### src/rtl/bit_timer_pkg.sv
// Shared types and constants for the bit timer controller.
// Holds the FSM state encoding and the smallest usable bit period.
package bit_timer_pkg;

    typedef enum logic [1:0] {
        IDLE = 2'b00,
        HALF = 2'b01,
        RUN  = 2'b10,
        DONE = 2'b11
    } state_t;

    // Below two clocks the half-period would round down to zero.
    localparam int MIN_CLKS_PER_BIT = 2;

endpackage

### src/rtl/flex_counter.sv
// Programmable period counter with synchronous restart.
// A restart counts as the first cycle of the new period.
module flex_counter #(
    parameter int NUM_CNT_BITS = 8
) (
    input  logic                    clk,
    input  logic                    n_rst,
    input  logic                    clear,
    input  logic                    count_enable,
    input  logic [NUM_CNT_BITS-1:0] rollover_val,
    output logic                    rollover_flag
);

    localparam logic [NUM_CNT_BITS-1:0] ONE = NUM_CNT_BITS'(1);

    logic [NUM_CNT_BITS-1:0] r_count;
    logic [NUM_CNT_BITS-1:0] w_next_count;
    logic                    r_flag;

    assign w_next_count  = (r_count == rollover_val) ? ONE : r_count + ONE;
    assign rollover_flag = r_flag;

    // The flag is registered alongside the count so it lines up with the count it reports.
    always_ff @(posedge clk or negedge n_rst) begin
        if (!n_rst) begin
            r_count <= '0;
            r_flag  <= 1'b0;
        end else if (clear) begin
            r_count <= ONE;
            r_flag  <= (rollover_val == ONE);
        end else if (count_enable) begin
            r_count <= w_next_count;
            r_flag  <= (w_next_count == rollover_val);
        end else begin
            r_flag  <= 1'b0;
        end
    end

endmodule

### src/rtl/bit_timer_ctrl.sv
// Frame bit timer: issues a bit-centre strobe half a period after start,
// then one every bit period, for a programmed number of sample points.
//
// state | meaning
// IDLE  | waiting for start
// HALF  | timing the initial half bit period
// RUN   | timing full bit periods up to the last sample point
// DONE  | one-cycle frame completion, start accepted here as in IDLE
module bit_timer_ctrl
    import bit_timer_pkg::*;
#(
    parameter int NUM_CNT_BITS = 8,
    parameter int NUM_BIT_BITS = 4
) (
    input  logic                    clk,
    input  logic                    n_rst,
    input  logic                    start,
    input  logic                    abort,
    input  logic [NUM_CNT_BITS-1:0] clks_per_bit,
    input  logic [NUM_BIT_BITS-1:0] bits_per_frame,
    output logic                    busy,
    output logic                    sample_strobe,
    output logic [NUM_BIT_BITS-1:0] bit_count,
    output logic                    frame_done,
    output logic                    err
);

    localparam logic [NUM_CNT_BITS-1:0] MIN_C   = NUM_CNT_BITS'(MIN_CLKS_PER_BIT);
    localparam logic [NUM_BIT_BITS-1:0] ONE_BIT = NUM_BIT_BITS'(1);

    state_t                  r_state;
    state_t                  w_next_state;
    logic [NUM_CNT_BITS-1:0] r_cpb;
    logic [NUM_BIT_BITS-1:0] r_bpf;
    logic [NUM_BIT_BITS-1:0] r_bit_count;
    logic                    r_busy;
    logic                    r_frame_done;
    logic                    r_err;

    logic                    w_strobe;
    logic                    w_in_frame;
    logic                    w_abort;
    logic                    w_accept;
    logic                    w_reject;
    logic                    w_last;
    logic                    w_clear;
    logic [NUM_CNT_BITS-1:0] w_c_src;
    logic [NUM_CNT_BITS-1:0] w_c_eff;
    logic [NUM_CNT_BITS-1:0] w_rollover;

    assign w_in_frame = (r_state == HALF) || (r_state == RUN);
    assign w_abort    = abort && (r_state != IDLE);
    assign w_accept   = start && !abort && (bits_per_frame != '0)
                        && ((r_state == IDLE) || (r_state == DONE));
    assign w_reject   = start && !abort && (w_in_frame || (bits_per_frame == '0));
    assign w_last     = (r_bit_count == (r_bpf - ONE_BIT));

    always_comb begin
        w_next_state = r_state;
        case (r_state)
            IDLE: begin
                if (w_accept) w_next_state = HALF;
            end
            HALF: begin
                if (abort)         w_next_state = IDLE;
                else if (w_strobe) w_next_state = w_last ? DONE : RUN;
            end
            RUN: begin
                if (abort)                   w_next_state = IDLE;
                else if (w_strobe && w_last) w_next_state = DONE;
            end
            DONE: begin
                if (w_accept) w_next_state = HALF;
                else          w_next_state = IDLE;
            end
            default: w_next_state = IDLE;
        endcase
    end

    // Period comes from the live input on the accepting edge so the first strobe is not a cycle late.
    always_comb begin
        w_c_src    = w_accept ? clks_per_bit : r_cpb;
        w_c_eff    = (w_c_src < MIN_C) ? MIN_C : w_c_src;
        w_rollover = '0;
        case (w_next_state)
            HALF:    w_rollover = w_c_eff >> 1;
            RUN:     w_rollover = w_c_eff;
            default: w_rollover = '0;
        endcase
    end

    assign w_clear = w_accept || w_abort || (w_next_state != r_state);

    flex_counter #(
        .NUM_CNT_BITS (NUM_CNT_BITS)
    ) u_bit_period (
        .clk           (clk),
        .n_rst         (n_rst),
        .clear         (w_clear),
        .count_enable  (w_in_frame),
        .rollover_val  (w_rollover),
        .rollover_flag (w_strobe)
    );

    always_ff @(posedge clk or negedge n_rst) begin
        if (!n_rst) begin
            r_state      <= IDLE;
            r_cpb        <= '0;
            r_bpf        <= '0;
            r_bit_count  <= '0;
            r_busy       <= 1'b0;
            r_frame_done <= 1'b0;
            r_err        <= 1'b0;
        end else begin
            r_state <= w_next_state;
            if (w_accept) begin
                r_cpb <= clks_per_bit;
                r_bpf <= bits_per_frame;
            end
            if (w_accept || w_abort)
                r_bit_count <= '0;
            else if (w_strobe && w_in_frame)
                r_bit_count <= r_bit_count + ONE_BIT;
            r_busy       <= (w_next_state == HALF) || (w_next_state == RUN);
            r_frame_done <= (w_next_state == DONE);
            r_err        <= w_reject;
        end
    end

    assign busy          = r_busy;
    assign sample_strobe = w_strobe;
    assign bit_count     = r_bit_count;
    assign frame_done    = r_frame_done;
    assign err           = r_err;

endmodule

### config.mk
export PLATFORM = sky130hd
export DESIGN_NAME = bit_timer_ctrl
export DESIGN_NICKNAME = d
export VERILOG_FILES = /design/src/rtl/bit_timer_pkg.sv /design/src/rtl/flex_counter.sv /design/src/rtl/bit_timer_ctrl.sv
export SDC_FILE = /design/constraint.sdc
export NUM_CORES = 1
export LEC_CHECK = 0
export CAP_MARGIN = 10
export CELL_PAD_IN_SITES_DETAIL_PLACEMENT = 0
export CELL_PAD_IN_SITES_GLOBAL_PLACEMENT = 1
export CORE_MARGIN = 5
export CORE_UTILIZATION = 44
export DETAILED_ROUTE_END_ITERATION = 8
export DONT_BUFFER_PORTS = 1
export HOLD_SLACK_MARGIN = 0.02
export PLACE_DENSITY = 0.73
export SLEW_MARGIN = 10
export SYNTH_ARGS = -nofsm -noshare
export SYNTH_HDL_FRONTEND = slang
export SYNTH_SLANG_ARGS = --single-unit
export TNS_END_PERCENT = 10
### constraint.sdc
create_clock -name clk -period 6 [get_ports clk]
set_input_delay 1.2 -clock clk [delete_from_list [all_inputs] [get_ports clk]]
set_output_delay 1.2 -clock clk [all_outputs]
set_load 0.02 [all_outputs]
# [Yosys cells after proc, flatten, opt, wreduce, memory -nomap -nowiden]
# Cells that the tools add are included.
[word_totals] reg_bits=30 inputBits=16 wordCells=62
[classes] reduce_logical=20 add_sub_neg=3 eq_ne=11 magnitude_cmp=1 n_mux=18
[op_table] cell="two-way mux 8 bit" count=5
[op_table] cell="== test 8 bit" count=2
[op_table] cell="case mux 8 bit (2 select lines)" count=1
[op_table] cell="two-way mux 2 bit" count=5
[op_table] cell="adder 8 x 1 -> 8 bit, second input constant" count=1
[op_table] cell="== test 2 bit, second input constant" count=4
[op_table] cell="== test 8 x 1 -> 1 bit, second input constant" count=1
[op_table] cell="less-than comparator 8 x 2 -> 1 bit, second input constant" count=1
[op_table] cell="two-way mux 4 bit" count=2
[op_table] cell="case mux 2 bit (4 select lines)" count=1
[op_table] cell="logical AND 1 bit" count=7
[op_table] cell="logical OR 1 bit" count=6
[op_table] cell="nonzero test 2 bit" count=3
[op_table] cell="adder 4 x 1 -> 4 bit, second input constant" count=1
[op_table] cell="== test 2 x 1 -> 1 bit, second input constant" count=2
[op_table] cell="== test 4 bit" count=1
[op_table] cell="logical NOT 4 bit" count=1
[op_table] cell="two-way mux 1 bit" count=4
[op_table] cell="nonzero test 4 bit" count=1
[op_table] cell="subtractor 4 x 1 -> 4 bit, second input constant" count=1
[op_table] cell="logical NOT 2 bit" count=1
[op_table] cell="!= test 2 bit" count=1
[op_table] cell="logical NOT 1 bit" count=1

# [Logic depth before layout (Yosys ltp)]
# Gate-level depths: netlist (run 1).
[depth] depth_word=13 depth_mapped=21

# [Modules after synthesis]
# A second synthesis (run 1) with hierarchy kept.
[hier_totals] hier_cells=245 area_unflattened_um2=2225.9
[modules_own_cells] module="bit_timer_ctrl" cells_each=135 area_each_um2=1303.8 instances=1 seq_area_each_um2=525.5
[modules_own_cells] module="flex_counter" cells_each=110 area_each_um2=922.1 instances=1 seq_area_each_um2=225.2

# [Worst setup path before layout (run 1)]
# Ideal clock, no wire load.
[synth_path] path_kind="input -> register" startpoint="in bits_per_frame[1]" endpoint="reg u_bit_period.r_flag (netlist: u_bit_period.rollover_flag)" setup_slack_ns=1.352 arrival_time_ns=4.548 cell_stages=15 n_path_buf=2 cell_sequence="or4_4 nand2_4 buf_2 a31o_2 inv_1 ha_1 dlygate4sd1_1 a22o_1 o211ai_2 xnor2_1 a2111o_1 a211oi_4 a21oi_1 or2_2 a311oi_1"
[synth_between] elab_chain_cells=12
[synth_lines] item="from (decl)" line_no="bit_timer_ctrl.sv:20" source="input logic [NUM_BIT_BITS-1:0] bits_per_frame,"
[synth_lines] item="nonzero test 4 bit *" line_no="bit_timer_ctrl.sv:53" source="assign w_accept = start && !abort && (bits_per_frame != '0)"
[synth_lines] item="logical AND 1 bit *" line_no="bit_timer_ctrl.sv:53"
[synth_lines] item="logical AND 1 bit *" line_no="bit_timer_ctrl.sv:54" source="&& ((r_state == IDLE) || (r_state == DONE));"
[synth_lines] item="two-way mux 2 bit *" line_no="bit_timer_ctrl.sv:62" source="if (w_accept) w_next_state = HALF;"
[synth_lines] item="case mux 2 bit (4 select lines) *" line_no="bit_timer_ctrl.sv:60" source="case (r_state)"
[synth_lines] item="via w_next_state[1]" line_no="bit_timer_ctrl.sv:32" source="state_t w_next_state;"
[synth_lines] item="== test 2 bit / == test 2 x 1 -> 1 bit (equally long branches)" line_no="bit_timer_ctrl.sv:85" source="case (w_next_state)"
[synth_lines] item="case mux 8 bit (2 select lines)" line_no="bit_timer_ctrl.sv:85"
[synth_lines] item="== test 8 bit" line_no="flex_counter.sv:20" source="assign w_next_count = (r_count == rollover_val) ? ONE : r_count + ONE;"
[synth_lines] item="two-way mux 8 bit" line_no="flex_counter.sv:20"
[synth_lines] item="== test 8 bit" line_no="flex_counter.sv:33" source="r_flag <= (w_next_count == rollover_val);"
[synth_lines] item="two-way mux 1 bit" line_no="flex_counter.sv:31" source="end else if (count_enable) begin"
[synth_lines] item="two-way mux 1 bit *" line_no="flex_counter.sv:28" source="end else if (clear) begin"
[synth_lines] item="to (signal assigned)" line_no="flex_counter.sv:30" source="r_flag <= (rollover_val == ONE);"
[synth_lines] item="to (signal assigned)" line_no="flex_counter.sv:33"
[synth_lines] item="to (decl)" line_no="flex_counter.sv:18" source="logic r_flag;"
# The timed path passes the listed nets; every way through them passes the cells marked *.
# A chain may end at the register's enable or synchronous reset.

# [Final worst setup path (run 1)]
[layout_path] startpoint="reg r_state[0]" endpoint="reg u_bit_period.r_flag (netlist: u_bit_period.rollover_flag)"
[layout_between] elab_chain_cells=12
[layout_lines] item="from (decl)" line_no="bit_timer_ctrl.sv:31" source="state_t r_state;"
[layout_lines] item="from (signal assigned)" line_no="bit_timer_ctrl.sv:115" source="r_state <= w_next_state;"
[layout_lines] item="== test 2 bit / logical NOT 2 bit (equally long branches)" line_no="bit_timer_ctrl.sv:54, bit_timer_ctrl.sv:60"
[layout_lines] item="logical OR 1 bit" line_no="bit_timer_ctrl.sv:54"
[layout_lines] item="logical AND 1 bit" line_no="bit_timer_ctrl.sv:54"
[layout_lines] item="two-way mux 2 bit" line_no="bit_timer_ctrl.sv:62"
[layout_lines] item="case mux 2 bit (4 select lines) *" line_no="bit_timer_ctrl.sv:60"
[layout_lines] item="via w_next_state[1]" line_no="bit_timer_ctrl.sv:32"
[layout_lines] item="== test 2 bit / == test 2 x 1 -> 1 bit (equally long branches)" line_no="bit_timer_ctrl.sv:85"
[layout_lines] item="case mux 8 bit (2 select lines)" line_no="bit_timer_ctrl.sv:85"
[layout_lines] item="== test 8 bit" line_no="flex_counter.sv:20"
[layout_lines] item="two-way mux 8 bit" line_no="flex_counter.sv:20"
[layout_lines] item="== test 8 bit" line_no="flex_counter.sv:33"
[layout_lines] item="two-way mux 1 bit" line_no="flex_counter.sv:31"
[layout_lines] item="two-way mux 1 bit *" line_no="flex_counter.sv:28"
# Marks and branches as above.

==> summary.txt, run 1 <==
Global routing
  – Total Routing Usage GR: 0.183
  – Vias in the first global route: 1853
  – GRT overflow: 0
  – Initial antenna violation count: 0
  – Largest net degree at the start of global routing: 31
  – Global-route wire length before repair: 9.26 mm

CTS
  – Clock insertion delay at the later pin of the skew report: 0.29 ns
  – CTS buffer count: 5
  – Hold buffers post-CTS: 0
  – Clock Sinks: 30
  – CTS Buffer Depth: 2
  – CTS clk-pin slew, worst paths: 0.07 ns
  – CTS tree: done
  – Number of setup buffers added after CTS: 0
  – H-tree Lvls: 2
  – Clock Tree Root: clkbuf_8
  – Post-CTS sizing: 0

Floorplan
  – # IOs: 24
  – Core area: 5040 µm²
  – Die Span X: 81.6 µm
  – Die Area: 6660 µm²
  – Initial Util: 0.448
  – Die height: 81.6 µm
  – Num rows: 26

Logic synthesis
  – Dominant cell type by area after synthesis: dfrtp_1
  – Register area share after synthesis: 0.333
  – Cells after synthesis: 255
  – Syn avg cell area: 8.85 µm²
  – Synth warnings: 0
  – Number of flops mapped to enable cells by yosys: 0
  – Synth cell count leaders: nand2_1, dfrtp_1, nor2_1, o21ai_0, nand3_1
  – Synth Net Count: 281
  – Main synth FF type: dfrtp_1
  – Cell with the most instances after synthesis: nand2_1
  – Asr flop ratio synth: 1.00
  – Synthesized flop and latch total: 30
  – Netlist Area Pre-Place: 2260 µm²
  – Synth top area cells: dfrtp_1, ha_1, nand2_1
  – Area fraction of the dominant cell type after synthesis: 0.333
  – Unique masters post-synth: 60

Finish
  – Reg area: 751 µm²
  – Area occupied by multi-input gates: 1410 µm²
  – Final nets: 280
  – Utilization after layout: 0.477
  – Synthesis-to-layout area growth: 6.49%
  – Share of layout cells above drive strength 1: 0.102
  – ANT cells: 0
  – Fillcell total: 490

Timing
  – RSZ-0062 raised after global routing: false
  – Fmax: 206 MHz
  – Slew Limit Headroom: 0.581
  – Tcrit/Tclk final: 0.810
  – Fin. max-slew vios: 0
  – Worst-Margin Slew: 0.622 ns
  – Fin crit period: 4.86 ns
  – Final Hold Viols: 0
  – Final hold slack: 0.515 ns
  – Final setup viols: 0
  – Worst Skew: 0.00723 ns
  – Setup TNS: 0 ns

Drt
  – Drt first pass iters: 4
  – Total number of vias: 1917
  – Detailed Route WL: 5.55 mm
  – Post-route DRC: 0
  – Drt via density: 5.90
  – WL/cell: 17.1 µm
  – Antenna Nets Post-Route: 0
  – Starting DRT DRC Count: 79

Run status
  – Outcome: completed

Pwr
  – Power Dens Cells: 483 nW/µm²
  – Peak supply drop: 0.219 mV
  – Switch Pwr: 520 µW
  – Tot Pwr: 1.16 mW
  – Switching Fraction: 0.448
  – P_int: 640 µW
  – Reg power frac: 0.299
  – Leakage: 1.03 nW
  – Clock Power Share: 0.175
  – Logic pwr share: 0.526

Setup path
  – Startpoint Class: flop
  – Worst setup EP type: flop
  – Critical Path AT: 5.06 ns
  – CP required: 6.20 ns
  – Crit Path Category: flop to flop
  – Crit Path Max Fanout: 20

Placement
  – GPL Wtd Cong: 0.835
  – Final HPWL DP: 4.12 mm
  – IO buf count: 0

Run
  – Max Cap Violations: 0

Worst hold path
  – Worst Hold Class: flop to flop
==> sequential cells by signal (all words and copies together) (netlist names) <==
name                        cells
busy                            1
err                             1
r_state                         2
bit_count                       4
u_bit_period.rollover_flag      1
r_cpb                           8
r_bpf                           4
u_bit_period.r_count            8
frame_done                      1
==> per-stage QoR <==
stage	setup slack (ns)	instance area (µm²)	cells
5_1_grt	0.645	2400	325
6_report	1.14	2400	325
4_1_cts	1.13	2400	325
2_1_floorplan	1.35	2260	255
3_5_place_dp	1.07	2290	317
3_3_place_gp	1.10	2290	317
==> final timing paths <==
check | from | endpoint | slack, ns | cells past startpoint
max | r_state[0]$_DFF_PN0_ | u_bit_period.rollover_flag$_DFF_PN0_ | 1.14 | 14
min | r_cpb[0]$_DFF_PN0_ | r_cpb[0]$_DFF_PN0_ | 0.51 | 2
max reg2reg | r_state[0]$_DFF_PN0_ | u_bit_period.rollover_flag$_DFF_PN0_ | 1.14 | 14
min reg2reg | r_cpb[0]$_DFF_PN0_ | r_cpb[0]$_DFF_PN0_ | 0.51 | 2
max in group asynchronous | n_rst | u_bit_period.r_count[1]$_DFFE_PN0P_ | 5.32 | 0
min in group asynchronous | n_rst | u_bit_period.rollover_flag$_DFF_PN0_ | 0.60 | 0
==> worst max-delay path: stages, from the launching register on <==
cell      delay, ns
dfrtp_1        0.45
inv_1          0.11
ha_1           0.55
nor3b_4        0.52
nand2_4        0.25
a31o_2         0.34
ha_1           0.34
and2b_2        0.27
a21boi_0       0.51
xor2_1         0.15
a2111o_1       0.37
a211oi_4       0.31
a21oi_1        0.06
or2_2          0.28
a311oi_1       0.24
==> power groups by stage <==
stage                     clock [mW]  combinational, mW  sequential, mW
after floorplan                    0              0.517           0.323
after global placement             0              0.615           0.349
after detailed placement           0              0.608           0.349
after CTS                      0.212              0.609           0.345
after global routing           0.218              0.688           0.356
final                          0.203              0.611           0.347
==> layout by cell type, fill, tap and decap left out, drive strengths merged, types with 5 or more instances in the layout <==
master / netlist / routed
o21ai: 18 / 18
inv: 12 / 12
nor4: 5 / 5
xor2: 8 / 8
nor2: 20 / 20
clkbuf: 4 / 5
nand2: 34 / 34
a22oi: 10 / 10
dfrtp: 30 / 30
a21oi: 9 / 9
nand3: 13 / 13
ha: 10 / 10
xnor2: 12 / 12
==> logic make-up (layout without fill, tap and decap cells) <==
logic type                 Yosys count  in the layout  share of synthesized area
DFF                                 30             30                      0.333
adders and majority gates           10             10                     0.0554
AOI/OAI and AO/OA                   72             72                      0.232
and+or+nand+nor                     98             98                      0.238
xor gates and xnor gates            20             20                     0.0776
muxes                                5              5                     0.0227
buffers and inverters               20             20                     0.0421
==> routing by layer <==
layer  GRT usage  part of all wire
met2       0.283              0.46
met3      0.0384             0.052
met4      0.0814             0.020
met1       0.246              0.46
met5           0                 0
==> layout make-up <==
class	instances	share of cell area
clock inverter	3	0.0167
clock buffer	5	0.0286
inverter	12	0.0187
tap	70	0.0364
multi-input combinational	205	0.587
sequential	30	0.312
Note: power is estimated with default switching activity, not from simulation.
==> run 2: changes to the inputs <==
- PLACE_DENSITY: 0.73 -> 0.76
- clock period: 6 -> 4.1 ns (I/O delays scaled with it)
==> run 2 against run 1 <==
  * Design area rose by 21%
  * Combinational power rose by 110%
  * Wire length rose by 13%
  * Via count rose by 7.8%
  * Count of clock-buffer cells in the layout rose by 2
  * Sequential cell count did not move
  * Clock power rose by 26%
  * Sequential share of layout area fell by 5.5 points
  * Fmax rose by 20%
  * Sequential power rose by 42%
  * Hold slack got worse by 0.30 ns
  * Setup slack got worse by 1.1 ns
  * Critical path type unchanged
  * Critical endpoint unchanged
==> summary.txt, run 2 (same netlist as run 1, synthesis figures left out) <==
Run status
  – Outcome: completed

CTS
  – Clock Sinks: 30 (unchanged)
  – CTS buffer count: 5 (unchanged)
  – Clock Tree Root: clkbuf_8
  – CTS tree: done
  – Clock insertion delay at the later pin of the skew report: 0.29 ns (about the same)
  – CTS clk-pin slew, worst paths: 0.07 ns (about the same)
  – H-tree Lvls: 2 (unchanged)
  – CTS Buffer Depth: 2 (unchanged)

Setup path
  – Startpoint Class: flop
  – Last element of the critical path: u_bit_period.rollover_flag$_DFF_PN0_
  – Worst setup EP type: flop
  – CP required: 4.27 ns (-1.93 ns)
  – Reg-to-Reg End: u_bit_period.rollover_flag$_DFF_PN0_
  – CP startpoint: r_bpf[1]$_DFFE_PN0N_
  – Levels on crit path: 22 (+8)
  – Critical Path AT: 4.21 ns (-0.85 ns)
  – FF-to-FF path depth: 22 (+8)
  – Max stage delay on crit path: 0.43 ns (-0.12 ns)
  – Crit Path Max Fanout: 7 (-65%)
  – Worst reg-to-reg setup slack: 0.06 ns (-1.08 ns)
  – Cell class contributing the biggest share of worst-path delay: compound AO/OA/AOI/OAI gates
  – Critical path cell sequence: buf_4, buf_4, nor3_2, xnor2_1, nor3_2, buf_4, buf_6, a21oi_2, o21ai_1, nor2_1, a21o_1, inv_2, ha_4, buf_6, a22o_1, o211ai_2, xnor2_1, a2111o_1, a211oi_4, mux2_4, a21boi_2, a311oi_2
  – Critical Path Slowest Stage Cell: a2111o_1
  – Worst r2r src: r_bpf[1]$_DFFE_PN0N_
  – WP buf/inv: 6 (+5)
  – Crit Path Category: flop to flop
  – CP most frequent cell: buf_4

Finish
  – Share of layout cells above drive strength 1: 0.326 (+0.224)
  – Most frequent cells in the layout: buf_4, nand2_1, dfrtp_1
  – ANT cells: 0 (unchanged)
  – Largest registers: r_cpb (8), u_bit_period.r_count (8)
  – Final nets: 326 (+16%)
  – Final instance area: 2920 µm² (+21%)
  – Commonest non-fill, non-tap cell in the layout: buf_4
  – Synthesis-to-layout area growth: 29.3%

Floorplan
  – Die height: 81.6 µm (unchanged)
  – Core area: 5040 µm² (unchanged)
  – # IOs: 24 (unchanged)
  – Initial Util: 0.448 (unchanged)
  – Die Area: 6660 µm² (unchanged)
  – Num rows: 26 (unchanged)
  – Die Span X: 81.6 µm (unchanged)

Global routing
  – Met3 usage: 0.0482 (+0.00987)
  – M1 GR Usage: 0.247 (+0.000856)
  – Largest net degree at the start of global routing: 31 (unchanged)
  – Global-route wire length before repair: 10.2 mm (+9.8%)
  – Vias in the first global route: 2093 (+13%)
  – Initial antenna violation count: 0 (unchanged)
  – Total Routing Usage GR: 0.201 (+0.0176)
  – GRT overflow: 0 (unchanged)
  – Global routing's busiest layer: met2
  – Global Route met2 Usage: 0.331 (+0.0489)

Drt
  – Antenna Nets Post-Route: 0 (unchanged)
  – Starting DRT DRC Count: 94 (+19%)
  – WL/cell: 16.9 µm (-0.95%)
  – Total number of vias: 2066 (+7.8%)
  – Drt via density: 5.57 (-5.6%)
  – Post-route DRC: 0 (unchanged)
  – Drt first pass iters: 4 (unchanged)
  – Detailed Route WL: 6.27 mm (+13%)

Pwr
  – Peak supply drop: 0.238 mV (+8.8%)
  – Tot Pwr: 2.06 mW (+78%)
  – Leakage: 1.27 nW (+23%)
  – Power Dens Cells: 706 nW/µm² (+46%)

Timing
  – Tcrit/Tclk final: 0.985 (+0.175)
  – Fin crit period: 4.04 ns (-0.819 ns)
  – Final Hold Viols: 0 (unchanged)
  – Worst-Margin Slew: 0.678 ns (+0.0562 ns)
  – Fmax: 248 MHz (+20%)
  – Worst Skew: 0.0116 ns (+0.00439 ns)
  – Slew Limit Headroom: 0.543 (-0.0379)
  – RSZ-0062 raised after global routing: true
  – Final setup viols: 0 (unchanged)
  – Fin. max-slew vios: 0 (unchanged)

Placement
  – GPL Wtd Cong: 0.891 (+6.7%)
  – DP Area: 2620 µm² (+14%)
  – IO buf count: 0 (unchanged)
  – Final HPWL DP: 4.45 mm (+8.0%)

Run
  – Max Cap Violations: 0 (unchanged)

Worst hold path
  – Worst Hold Class: input port to asynchronous set/reset pin
run 2: power breakdown:
part	switching (mW)	internal, mW
logic	0.686	0.629
registers	0.105	0.388
clock network	0.119	0.135
total	0.910	1.15
run 2: what timing repair did:
item                                    in CTS  in global routing
buffers inserted                             2                  4
pin swaps                                    3                 24
hold buffers                                 0                  0
endpoints found under the setup margin       6                  9
resized for setup                           12                 27
run 2: area by class of cell:
class / count / area, µm²
Clock inverter: 1 / 5.00
Inverter: 12 / 48.8
Multi-Input combinational cell: 205 / 1570
Sequential cell: 30 / 751
Tap cell: 70 / 87.6
Timing Repair Buffer: 46 / 368
Clock buffer: 7 / 86.3
Fill cell: 460 / 2120
run 2: worst register-to-register path: stages (launching register included):
cell and delay [ns]:
dfrtp_1 0.40, buf_4 0.14, buf_4 0.12, nor3_2 0.12, xnor2_1 0.16, nor3_2 0.07
buf_4 0.14, buf_6 0.11, a21oi_2 0.11, o21ai_1 0.08, nor2_1 0.11, a21o_1 0.16
inv_2 0.07, ha_4 0.19, buf_6 0.13, a22o_1 0.19, o211ai_2 0.19, xnor2_1 0.10
a2111o_1 0.44, a211oi_4 0.36, mux2_4 0.34, a21boi_2 0.15, a311oi_2 0.06
run 2: metrics by stage:
| stage | setup TNS [ns] | instances | hold WS (ns) | setup slack, ns | utilization |
|---|---|---|---|---|---|
| 2_1_floorplan | 0 | 255 | 0.445 | 0.00616 | - |
| 3_3_place_gp | -0.116 | 357 | 0.467 | -0.0489 | 0.520 |
| 3_5_place_dp | -0.340 | 357 | 0.469 | -0.140 | 0.520 |
| 4_1_cts | 0 | 367 | 0.211 | 0.00195 | 0.554 |
| 5_1_grt | -0.739 | 371 | 0.204 | -0.183 | 0.579 |
| 6_report | 0 | 371 | 0.216 | 0.0606 | 0.579 |
run 2: worst min path at each step:
stage / startpoint / end / slack, ns / cells after the start
global placement: r_cpb[0]$_DFF_PN0_ / r_cpb[0]$_DFF_PN0_ / 0.47 / 2
global route: n_rst / r_cpb[0]$_DFF_PN0_ / 0.20 / 0
floorplan: r_cpb[0]$_DFF_PN0_ / r_cpb[0]$_DFF_PN0_ / 0.44 / 2
detailed placement: r_cpb[0]$_DFF_PN0_ / r_cpb[0]$_DFF_PN0_ / 0.47 / 2
finish: n_rst / r_cpb[0]$_DFF_PN0_ / 0.22 / 0
CTS: n_rst / r_cpb[0]$_DFF_PN0_ / 0.21 / 0
run 2: per-layer routing:
metal	vias up	routed length, µm
li1	1017	-
met1	1003	2800
met2	33	3100
met3	13	225
met4	0	146
met5	-	0
